--- src/rtl/kamacore_wb_scheduler.sv ---
// Write-back scheduler for the kamacore register file: round-robin arbitration of two
// result producers onto the single registered write port, plus a per-register busy scoreboard.
module kamacore_wb_scheduler #(
    parameter int unsigned CPU_WIDTH      = 32,
    parameter int unsigned REG_ADDR_WIDTH = 5,
    parameter bit          DROP_ZERO      = 1'b1
) (
    input  logic                            clk,
    input  logic                            rst,

    input  logic                            issue_valid,
    output logic                            issue_ready,
    input  logic [REG_ADDR_WIDTH-1:0]       issue_rd_a,
    input  logic [REG_ADDR_WIDTH-1:0]       issue_rs1_a,
    input  logic [REG_ADDR_WIDTH-1:0]       issue_rs2_a,
    output logic                            issue_hazard,

    input  logic                            req0_valid,
    output logic                            req0_ready,
    input  logic [REG_ADDR_WIDTH-1:0]       req0_rd_a,
    input  logic [CPU_WIDTH-1:0]            req0_rd_data,

    input  logic                            req1_valid,
    output logic                            req1_ready,
    input  logic [REG_ADDR_WIDTH-1:0]       req1_rd_a,
    input  logic [CPU_WIDTH-1:0]            req1_rd_data,

    output logic                            rd_we,
    output logic [REG_ADDR_WIDTH-1:0]       rd_a,
    output logic [CPU_WIDTH-1:0]            rd_data,
    output logic [(2**REG_ADDR_WIDTH)-1:0]  busy
);

    localparam int unsigned REGISTER_COUNT = 2**REG_ADDR_WIDTH;

    logic                      r_last_grant;
    logic                      r_rd_we;
    logic [REG_ADDR_WIDTH-1:0] r_rd_a;
    logic [CPU_WIDTH-1:0]      r_rd_data;
    logic [REGISTER_COUNT-1:0] r_busy;

    logic                      w_grant0;
    logic                      w_grant1;
    logic                      w_accept;
    logic [REG_ADDR_WIDTH-1:0] w_sel_a;
    logic [CPU_WIDTH-1:0]      w_sel_data;
    logic                      w_we_next;
    logic                      w_issue_ready;
    logic                      w_rs1_haz;
    logic                      w_rs2_haz;
    logic [REGISTER_COUNT-1:0] w_set;
    logic [REGISTER_COUNT-1:0] w_clear;

    // Round-robin grant: a lone requester always wins, a tie goes to the one not served last.
    always_comb begin
        w_grant0 = 1'b0;
        w_grant1 = 1'b0;
        if (!rst) begin
            if (req0_valid && (!req1_valid || r_last_grant)) begin
                w_grant0 = 1'b1;
            end else if (req1_valid) begin
                w_grant1 = 1'b1;
            end
        end
    end

    assign w_accept   = w_grant0 || w_grant1;
    assign w_sel_a    = w_grant1 ? req1_rd_a    : req0_rd_a;
    assign w_sel_data = w_grant1 ? req1_rd_data : req0_rd_data;
    assign w_we_next  = w_accept && !(DROP_ZERO && (w_sel_a == '0));

    // A write landing on the claimed register this cycle frees it for a new claim.
    assign w_issue_ready = !rst &&
                           (!r_busy[issue_rd_a] || (r_rd_we && (r_rd_a == issue_rd_a)));

    // Sources being written this cycle are served by the register file bypass.
    assign w_rs1_haz = r_busy[issue_rs1_a] &&
                       !(r_rd_we && (r_rd_a == issue_rs1_a)) &&
                       !(DROP_ZERO && (issue_rs1_a == '0));
    assign w_rs2_haz = r_busy[issue_rs2_a] &&
                       !(r_rd_we && (r_rd_a == issue_rs2_a)) &&
                       !(DROP_ZERO && (issue_rs2_a == '0));

    always_comb begin
        w_set = '0;
        if (issue_valid && w_issue_ready && !(DROP_ZERO && (issue_rd_a == '0))) begin
            w_set[issue_rd_a] = 1'b1;
        end
    end

    always_comb begin
        w_clear = '0;
        if (r_rd_we) begin
            w_clear[r_rd_a] = 1'b1;
        end
    end

    // Output write port; address and data hold when nothing is accepted.
    always_ff @(posedge clk) begin
        if (rst) begin
            r_rd_we      <= 1'b0;
            r_rd_a       <= '0;
            r_rd_data    <= '0;
            r_last_grant <= 1'b1;
        end else begin
            r_rd_we <= w_we_next;
            if (w_accept) begin
                r_rd_a       <= w_sel_a;
                r_rd_data    <= w_sel_data;
                r_last_grant <= w_grant1;
            end
        end
    end

    // Set is applied after clear so a same-cycle re-claim keeps the register busy.
    always_ff @(posedge clk) begin
        if (rst) begin
            r_busy <= '0;
        end else begin
            r_busy <= (r_busy & ~w_clear) | w_set;
        end
    end

    assign req0_ready   = w_grant0;
    assign req1_ready   = w_grant1;
    assign issue_ready  = w_issue_ready;
    assign issue_hazard = w_rs1_haz || w_rs2_haz;
    assign rd_we        = r_rd_we;
    assign rd_a         = r_rd_a;
    assign rd_data      = r_rd_data;
    assign busy         = r_busy;

    a_one_ready : assert property (@(posedge clk) !(req0_ready && req1_ready));
    a_zero_idle : assert property (@(posedge clk) !(DROP_ZERO && r_busy[0]));

endmodule

--- config.mk ---
export PLATFORM = sky130hd
export DESIGN_NAME = kamacore_wb_scheduler
export DESIGN_NICKNAME = d
export VERILOG_FILES = /design/src/rtl/kamacore_wb_scheduler.sv
export SDC_FILE = /design/constraint.sdc
export NUM_CORES = 1
export LEC_CHECK = 0
export CAP_MARGIN = 20
export CORE_MARGIN = 8
export CORE_UTILIZATION = 40
export CTS_CLUSTER_SIZE = 20
export DETAILED_ROUTE_END_ITERATION = 7
export PLACE_DENSITY = 0.75
export SYNTH_ARGS = -nofsm -noshare
export SYNTH_HDL_FRONTEND = slang
export SYNTH_SLANG_ARGS = --single-unit
--- constraint.sdc ---
create_clock -name clk -period 2.3 [get_ports clk]
set_input_delay 0.345 -clock clk [delete_from_list [all_inputs] [get_ports clk]]
set_output_delay 0.345 -clock clk [all_outputs]
set_load 0.01 [all_outputs]
# Word level (Yosys, flattened, before mapping)
# Index checks and enable logic that the tools add are counted.
# Widths: inputs -> output; s select.
# op_classes
magnitude_cmp,6
eq_ne,3
n_mux,19
bitwise_logic,3
reduce_logical,31
# ops
cell,n
$mux 32,3
$and 32x32->32,1
$not 32->32,1
$or 32x32->32,1
$lt 5x6->1 const B,4
$logic_not 5->1,4
$bmux 1 s5,3
$eq 5x5->1,3
$logic_and 1x1->1,14
$demux 1 s5,2
$ge 5x1->1 const B,2
$mux 1,10
$logic_not 1->1,9
$mux 5,1
$logic_or 1x1->1,4
# word_totals
regBits,71
inputBits,94
out_inout_bits,74
word_cells,67

# Depth between registers and ports, before layout
# Gate-level depths: netlist of run 1.
# logic_depth
depth_word,9
depth_mapped,9
ltp_nobuf,5

# Worst setup path before layout of run 1
# No wires, ideal clock.
# synth_timing
path_type,input to output
from,input port issue_rs2_a[1]
to,output port issue_hazard
arrival_time_ns,1.877
t_required_ns,1.955
slack_ns,0.078
stages,6
n_path_buf,1
path_cell_list,buf_2 mux2i_1 mux4_2 mux4_2 a31o_2 o21ai_0
# synth_via
elab_chain_cells,6
elab_cells_between_ends,10
cone_classes,eq/ne: 1; mux: 2; reduce/logical: 7
# synth_lines
element,line,rtl
"start, declared",15,"input logic [REG_ADDR_WIDTH-1:0] issue_rs2_a,"
branches (longest 4 deep; another with $bmux 1 s5),--,
$logic_and 1x1->1 *,81,!(r_rd_we && (r_rd_a == issue_rs2_a)) &&
$logic_or 1x1->1 *,127,assign issue_hazard = w_rs1_haz || w_rs2_haz;
"end, declared",16,"output logic issue_hazard,"
# Mark *: on every way between the ends. The select of a mux whose other input is x is not followed.

# Final worst setup path of run 1
# layout_timing
from,register r_busy[9] (netlist: busy[9])
to,output port issue_hazard
# layout_via
elab_chain_cells,5
elab_cells_between_ends,9
cone_classes,mux: 4; reduce/logical: 5
# layout_lines
element,line,rtl
"start, declared",40,logic [REGISTER_COUNT-1:0] r_busy;
"start signal, assigned",120,r_busy <= (r_busy & ~w_clear) | w_set;
$bmux 1 s5 (on tied branches),"77, 80",
$mux 1 (on tied branches),"77, 80",
$logic_and 1x1->1 (on tied branches),"77, 80",
$logic_and 1x1->1 (on tied branches),"78, 81",
$logic_or 1x1->1 *,127,
# Every way passes the cells marked *; elsewhere a longest branch is shown, timed or not. The select of a mux whose other input is x is not followed.

==> impl_metrics.toml, run 1 <==
[route]
wire_per_inst_um = 21.74
drcViolationCount = 0
drt-initial-drc-count = 439
vias = 5225
wl_mm = 19.44
ant_nets = 0
first_pass_iters = 5
vias_per_cell = 5.845

[synth]
synth_area_leader_cell = "dfxtp_1"
synth_adder_area_share_pct = 0
synthesis.area_mm2 = 0.004649
netlist-cell-type-count = 51
synthFlopType = "dfxtp_1"
synth-edff-count = 0
syn_inst = 521
syn-num-nets = 615
synth_top_family_by_area = "multiplexers"
avgSynthCellArea_um2 = 8.924
synthMuxAreaShare_pct = 20.96
yosys-top-cells-area = "dfxtp_1, mux2i_1, mux4_2"
synthArstFlopShare_pct = 0
synth_top_area_share_pct = 30.57
yosysMostFrequentCell = "dfxtp_1"
synth_common_cells = "dfxtp_1, nor2_1, mux2i_1, a211oi_1, clkbuf_1"
ys_warn_count = 0
synth-xor-area-share_pct = 2.826
synth-simple-area-share_pct = 19.83
synth_compound_area_share_pct = 20.78
yosysSeqAreaShare_pct = 30.57
ys_ff_latch = 71

[critical_path]
cp-end-kind = "primary output"
arrival_ps = 2080
timing.rr.start = "busy[31]"
cp.required_ps = 1960
r2r_end = "busy[8]"
path_class = "register to primary output"
r2r_slack_ps = 290
path_max_fanout = 2
r2r_cells = 7
critPathLaunchType = "register"

[die]
die_x_um = 123.8
rows = 39
coreArea_mm2 = 0.01137
start_util_pct = 40.89
ios = 168
design.die.area_mm2 = 0.01533
die_y_um = 123.8

[clock_network]
clock_path_buffers = 2
ctsHoldBuffers = 0
cts_tree = "built"
cts.clk_slew.worst_paths_ps = 60
cts_made_buffers = 9
cts.sinks = 71
cts_root_buffer = "clkbuf_16"
insertion_delay_ps = 340
htree_levels = 3

[timing]
worstMarginPinSlew_ps = 612.4
relSlewSlack_pct = 58.86
fin_crit_ps = 2427
whs_ps = 469.2
fin_ws_ps = -127.1
hold_viol_final = 0
max_freq_mhz = 412.0
maxSlewViolCount = 0
fin_crit_sh_pct = 105.5
fin_tns_setup_ps = -174.3
rsz0062_at_grt = "true"
setup_viol = 2
fin_worst_skew_ps = 8.854

[finish]
drive_above_1_share_pct = 22.10
fin_cells = 894
final_core_util_pct = 65.20
final_cell_area_mm2 = 0.007413
nNetsFinal = 840
syn_to_final_growth_pct = 59.45
antenna_cells = 0

[outcome]
violations = "negative setup slack"
status = "finished with violations"

[pwr]
power_switching_w = 0.001024
power_frac_comb_pct = 23.2
max-vdd-ir-drop_mv = 0.4472
power.density_mw_per_mm2 = 509.2
p_sw_share_pct = 27.12
leakagePower_nw = 2.853
p_int_w = 0.002751
pwr-share-seq_pct = 35.6
clkPwrFrac_pct = 41.2

[global_routing]
grt_pass1_vias = 5470
track_usage_pct = 25.57
grt_first_pass_wirelength_mm = 30.04
grt_max_degree = 76
antenna_found_initial = 0
overflow = 0

[placement]
gp_congestion = 0.9966
dpl-instance-area_mm2 = 0.007044
numPortBuffers = 167
dp.cells = 876
dp_hpwl_mm = 14.99

[worst_hold_path]
hold_end = "rd_data[4]"
min_path_cells = 2
hold_class = "primary input to register"
min-delay-start = "rst"

[flow_run]
drv_cap = 0
[power groups by stage]
stage | logic [W] | clock network [W] | registers [W]
3_3_place_gp | 0.000848 | 0 | 0.00137
5_1_grt | 0.000929 | 0.00162 | 0.00135
3_5_place_dp | 0.000865 | 0 | 0.00137
6_report | 0.000876 | 0.00155 | 0.00134
2_1_floorplan | 0.000352 | 0 | 0.00139
4_1_cts | 0.000870 | 0.00156 | 0.00134
[sequential cells by signal, summed over array words and instances, names as in the netlist]
signal	count
r_last_grant	1
rd_a	5
rd_data	32
busy	32
rd_we	1
[kinds of logic (layout without fill, tap and decap cells)]
group                  count (synthesis)  after routing
buffers and inverters                 54            284
flip-flops                            71             71
AND/OR/NAND/NOR                      168            168
XOR/XNOR                              15             15
AO/OA/AOI/OAI                        134            134
multiplexers                          79             79
[cells in the final DEF (no fill, tap or decap), types with 5 or more instances in the layout]
| master | n |
|---|---|
| clkdlybuf4s50_1 | 156 |
| buf_4 | 92 |
| dfxtp_1 | 65 |
| nor2_1 | 61 |
| mux2i_1 | 58 |
| a211oi_1 | 37 |
| a31oi_1 | 30 |
| nand2b_1 | 23 |
| nor3b_1 | 20 |
| o21ai_0 | 18 |
| a21oi_1 | 16 |
| mux4_2 | 14 |
| xor2_1 | 12 |
| nand2_1 | 11 |
| o31ai_2 | 10 |
| clkbuf_16 | 9 |
| nor2b_1 | 8 |
| nand3b_1 | 7 |
| nand3_1 | 7 |
| nor3_1 | 6 |
| o31ai_1 | 6 |
| dfxtp_2 | 6 |
| dlygate4sd2_1 | 6 |
| and3_1 | 5 |
[per-layer routing]
| metal | vias to the layer above | global-route usage (%) | routed length (µm) |
|---|---|---|---|
| met2 | 293 | 43.19 | 9604 |
| met1 | 2487 | 29.40 | 7396 |
| met5 | - | 0 | 0 |
| met3 | 46 | 6.800 | 1822 |
| met4 | 0 | 12.57 | 616 |
| li1 | 2399 | - | - |
[metrics by stage]
step / setup WS (ps) / total power (W)
final: -127.1 / 0.003775
after detailed placement: -901.2 / 0.002234
after floorplan: 77.94 / 0.001741
after CTS: -154.6 / 0.003775
after global routing: -187.1 / 0.003902
after global placement: -872.1 / 0.002214
[final cells by class]
type,instances,area [µm²]
Multi-Input combinational cell,396,3033
Clock inverter,6,91.34
Sequential cell,71,1429
Inverter,4,15.01
Clock buffer,10,239.0
Timing Repair Buffer,264,2427
Tap cell,143,178.9
Fill cell,923,3956
[critical path: stages (launching register included)]
cell and delay [ps]:
dfxtp_2 340, mux2i_1 70, mux4_2 460, mux4_2 470, a31o_4 220, o21ai_2 40, buf_2 140
[how the worst max path moves through the flow]
stage | cells after the start | start | to
after floorplan | 6 | issue_rs2_a[1] | issue_hazard
after global placement | 8 | issue_rd_a[1] | issue_ready
after detailed placement | 8 | issue_rd_a[1] | issue_ready
after CTS | 6 | busy[9] | issue_hazard
after global routing | 6 | busy[9] | issue_hazard
final | 6 | busy[9] | issue_hazard
[timing repair]
action / CTS / global route
pin swaps: 2 / 4
endpoints found under the setup margin: 31 / 2
setup buffers: 1 / 1
gates resized for setup: 31 / 4
Note: power is estimated with default switching activity, not from simulation.
==> inputs of run 2 (changes only) <==
--- a/config.mk
+++ b/config.mk
@@ -7,10 +7,10 @@
 export LEC_CHECK = 0
 export CAP_MARGIN = 20
 export CORE_MARGIN = 8
-export CORE_UTILIZATION = 40
+export CORE_UTILIZATION = 45
 export CTS_CLUSTER_SIZE = 20
 export DETAILED_ROUTE_END_ITERATION = 7
-export PLACE_DENSITY = 0.75
+export PLACE_DENSITY = 0.83
 export SYNTH_ARGS = -nofsm -noshare
 export SYNTH_HDL_FRONTEND = slang
 export SYNTH_SLANG_ARGS = --single-unit
==> impl_metrics.toml, run 2 (synthesis results as in run 1) <==
[outcome]
status = "finished with violations"
violations = "negative setup slack"

[route]
drt-initial-drc-count = 425
wl_mm = 20.24
vias = 5290
vias_per_cell = 5.904
wire_per_inst_um = 22.59
ant_nets = 0
first_pass_iters = 8
drcViolationCount = 0

[timing]
relSlewSlack_pct = 60.59
worstMarginPinSlew_ps = 589.9
maxSlewViolCount = 0
fin_worst_skew_ps = 9.271
fin_ws_ps = -172.7
rsz0062_at_grt = "true"
hold_viol_final = 0
fin_crit_ps = 2473
whs_ps = 296.5
fin_tns_setup_ps = -336.4
setup_viol = 4
max_freq_mhz = 404.4
fin_crit_sh_pct = 107.5

[pwr]
max-vdd-ir-drop_mv = 0.3218
leakagePower_nw = 2.838
power.density_mw_per_mm2 = 441.2

[critical_path]
cp.required_ps = 1960
path_cells = "mux2i_1 -> mux4_2 -> mux4_2 -> a31o_4 -> o21ai_2 -> buf_2"
crit_top_cell = "mux4_2"
timing.rr.start = "busy[30]"
path_class = "register to primary output"
arrival_ps = 2130
path_max_fanout = 2
cp-end-kind = "primary output"
cpPeakStageDelay_ps = 470
critPathLaunchType = "register"
startpoint = "busy[9]"
cp_slowest_cell = "mux4_2"

[finish]
nNetsFinal = 850
final_common_cell = "clkdlybuf4s50_1"
drive_above_1_share_pct = 23.82
multiInputGateArea_mm2 = 0.003059
final_core_util_pct = 72.53
final_cell_mix = "clkdlybuf4s50_1, buf_4, dfxtp_1"
syn_to_final_growth_pct = 58.88
antenna_cells = 0
num-fill-cells = 784
fin_cells = 896
area.sequential_mm2 = 0.001435

[flow_run]
drv_cap = 0

[clock_network]
ctsHoldBuffers = 0
cts_root_buffer = "clkbuf_8"
insertion_delay_ps = 350
cts_made_buffers = 9
clock_path_buffers = 2
cts_tree = "built"
cts.sinks = 71
cts.clk_slew.worst_paths_ps = 70
htree_levels = 3

[worst_hold_path]
min-delay-start = "rst"
hold_class = "primary input to register"

[die]
ios = 168
coreArea_mm2 = 0.01018
die_y_um = 117.6
start_util_pct = 45.65
design.die.area_mm2 = 0.01384
rows = 37
die_x_um = 117.6

[global_routing]
antenna_found_initial = 0
track_usage_pct = 28.35
grt_pass1_vias = 5512
grt_first_pass_wirelength_mm = 31.41
grt_max_degree = 76
overflow = 0

[placement]
gp_congestion = 1.067
numPortBuffers = 167
dp.cells = 877
place_ws_ps = -922.0
dp_hpwl_mm = 16.00
[run 2: cell types whose count changed in the layout (fill, tap and decap cells not counted), sizes merged]
cell,before,now
buf,101,111
bufinv,2,1
clkdlybuf4s50,156,157
clkinv,3,2
clkinvlp,0,2
dlygate4sd2,6,5
inv,5,4
[run 2: power breakdown]
group | switching [W] | internal (W)
combinational | 0.000408 | 0.000482
clock | 0.000497 | 0.000525
sequential | 0.0000547 | 0.00129
total | 0.000960 | 0.00230
[run 2: timing repair]
item | 4_1_cts | 5_1_grt
pin swaps | 6 | 0
setup endpoints to repair | 25 | 5
buffers inserted | 3 | 1
gates resized for setup | 40 | 10
[run 2: cell type report]
type | count | area share, %
repair buffers | 274 | 33.99
multi-input cells | 396 | 41.41
flip-flops and latches | 71 | 19.43
inverters | 4 | 0.2033
clock inverters | 5 | 0.7961
clock buffers | 10 | 1.863
well taps | 136 | 2.304
[run 2: critical path: cells and delay by family, from the launching register on]
kind	cells	cell delay, ps
AOI/OAI and AO/OA	2	270
DFF	1	360
buffers and inverters	1	150
muxes	3	1000
[run 2: metal layers]
metal / up-vias / global-route usage, % / wire (µm)
li1: 2419 / - / -
met1: 2485 / 33.01 / 7709
met2: 296 / 47.66 / 9806
met3: 90 / 6.954 / 1676
met4: 0 / 14.01 / 1045
met5: - / 0 / 0
[run 2: per-stage QoR]
step                      instance area [µm²]  power, W
after global routing                     7387  0.003385
final                                    7387  0.003259
after floorplan                          4649  0.001741
after CTS                                7348  0.003258
after detailed placement                 7096  0.002248
after global placement                   7096  0.002227
[run 2: path summary, 6_finish.rpt]
| check | to | slack [ps] | cells after the start |
|---|---|---|---|
| worst max-delay path | issue_hazard | -170 | 6 |
| worst min-delay path | r_last_grant | 300 | 2 |
| worst max register to register | busy[3] | -20 | 9 |
| worst min register to register | rd_data[26] | 560 | 2 |
==> inputs of run 3 (changes only) <==
--- a/config.mk
+++ b/config.mk
@@ -6,7 +6,7 @@
 export NUM_CORES = 1
 export LEC_CHECK = 0
 export CAP_MARGIN = 20
-export CORE_MARGIN = 8
+export CORE_MARGIN = 1
 export CORE_UTILIZATION = 45
 export CTS_CLUSTER_SIZE = 20
 export DETAILED_ROUTE_END_ITERATION = 7
==> impl_metrics.toml, run 3 (synthesis results as in run 1) <==
[timing]
fin_tns_setup_ps = -253.9
max_freq_mhz = 408.5
fin_crit_sh_pct = 106.4
relSlewSlack_pct = 65.07
worstMarginPinSlew_ps = 522.8
setup_viol = 2
rsz0062_at_grt = "true"
fin_crit_ps = 2448
whs_ps = 434.4
fin_worst_skew_ps = 14.42
fin_ws_ps = -148.2
hold_viol_final = 0
maxSlewViolCount = 0

[finish]
final_common_cell = "clkdlybuf4s50_1"
drive_above_1_share_pct = 23.12
fin_cells = 890
num-fill-cells = 757
syn_to_final_growth_pct = 58.32
multiInputGateArea_mm2 = 0.003032
nNetsFinal = 846
area.sequential_mm2 = 0.001438
final_cell_area_mm2 = 0.007361
antenna_cells = 0
final_cell_mix = "clkdlybuf4s50_1, buf_4, nor2_1"

[global_routing]
grt_first_pass_wirelength_mm = 29.46
grt_pass1_vias = 5362
antenna_found_initial = 0
track_usage_pct = 35.25
grt_max_degree = 76
overflow = 0

[critical_path]
worstSetupEndpoint = "issue_hazard"
path_max_fanout = 2
arrival_ps = 2100
startpoint = "busy[9]"
r2r_cells = 8
cp.required_ps = 1960
cp-end-kind = "primary output"
timing.rr.start = "busy[30]"
r2r_slack_ps = 90
critPathLaunchType = "register"
r2r_end = "busy[13]"
path_class = "register to primary output"

[route]
ant_nets = 0
wire_per_inst_um = 21.54
vias_per_cell = 6.024
wl_mm = 19.17
first_pass_iters = 5
drcViolationCount = 0
drt-initial-drc-count = 406
vias = 5361

[clock_network]
cts_tree = "built"
cts_made_buffers = 9
cts_root_buffer = "clkbuf_8"
cts.clk_slew.worst_paths_ps = 80
htree_levels = 3
insertion_delay_ps = 350
cts.sinks = 71
ctsHoldBuffers = 0
clock_path_buffers = 2

[pwr]
p_int_w = 0.002380
power.density_mw_per_mm2 = 452.3
clkPwrFrac_pct = 32.9
power_frac_comb_pct = 26.6
max-vdd-ir-drop_mv = 0.3721
p_sw_share_pct = 28.52
pwr-share-seq_pct = 40.4
leakagePower_nw = 2.833
power_switching_w = 0.0009496

[placement]
dp.cells = 873
gp_congestion = 0.9880
dpl-instance-area_mm2 = 0.007084
place_ws_ps = -922.9
dp_hpwl_mm = 15.01
numPortBuffers = 167

[die]
start_util_pct = 46.92
rows = 36
die_y_um = 103.6
ios = 168
design.die.area_mm2 = 0.01074
coreArea_mm2 = 0.009910
die_x_um = 103.6

[worst_hold_path]
hold_class = "primary input to register"

[outcome]
status = "finished with violations"
violations = "negative setup slack"

[flow_run]
drv_cap = 0
==> run 3: cell count changes in the layout (fill, tap and decap cells not counted), moves of 2 or more <==
| cell | before | now |
|---|---|---|
| buf_4 | 100 | 93 |
| o21ai_0 | 13 | 18 |
| buf_6 | 3 | 6 |
| o21ai_2 | 3 | 0 |
| and3_1 | 3 | 5 |
| and3_4 | 3 | 1 |
| dfxtp_1 | 62 | 60 |
| dfxtp_2 | 8 | 10 |
| o21ai_1 | 3 | 1 |
==> run 3: final cells by class <==
| cell class | count | area share, % |
|---|---|---|
| clock inverter | 6 | 1.156 |
| inverter | 4 | 0.2040 |
| tap | 133 | 2.261 |
| clock buffer | 10 | 1.734 |
| multi-input combinational | 396 | 41.19 |
| sequential | 71 | 19.53 |
| timing repair buffer | 270 | 33.93 |
==> run 3: power groups by stage <==
stage	Sequential [W]	Combinational (W)	Clock (W)
global placement	0.00137	0.000855	0
CTS	0.00135	0.000875	0.00110
detailed placement	0.00137	0.000872	0
finish	0.00135	0.000886	0.00110
global route	0.00135	0.000933	0.00116
floorplan	0.00139	0.000352	0
==> run 3: worst min-delay path by stage <==
stage | from | endpoint | slack (ps) | cells past startpoint
after global routing | rst | rd_data[4] | 450 | 2
after global placement | r_last_grant | r_last_grant | 500 | 2
after detailed placement | r_last_grant | r_last_grant | 520 | 2
after CTS | rst | rd_data[30] | 420 | 2
after floorplan | busy[0] | busy[0] | 480 | 2
final | rst | rd_data[4] | 430 | 2
==> run 3: stage by stage <==
stage          power (W)  util, %
2_1_floorplan   0.001741        -
3_3_place_gp    0.002224    71.49
3_5_place_dp    0.002246    71.49
4_1_cts         0.003323    73.90
5_1_grt         0.003449    74.28
6_report        0.003329    74.28
==> run 3: worst max-delay path, cell delays in order (launching register included) <==
cell     delay [ps]
dfxtp_2         350
mux2i_1          60
mux4_2          460
mux4_2          470
a31o_4          210
o21ai_1          60
buf_2           140
==> run 3: per-layer routing <==
| metal | global-route usage, % | share of wire (%) | up-vias | wire length, µm |
|---|---|---|---|---|
| met4 | 15.22 | 4.7 | 0 | 909 |
| met1 | 45.34 | 40 | 2546 | 7694 |
| li1 | - | - | 2416 | - |
| met5 | 0 | 0 | - | 0 |
| met3 | 7.174 | 8.5 | 78 | 1633 |
| met2 | 57.14 | 47 | 321 | 8931 |
==> run 3: timing repair <==
| item | in CTS | in global routing |
|---|---|---|
| pin swaps | 3 | 2 |
| setup endpoints to repair | 18 | 3 |
| buffers inserted | 1 | 0 |
| resized for setup | 33 | 11 |
| endpoints found under the hold margin | 0 | 0 |
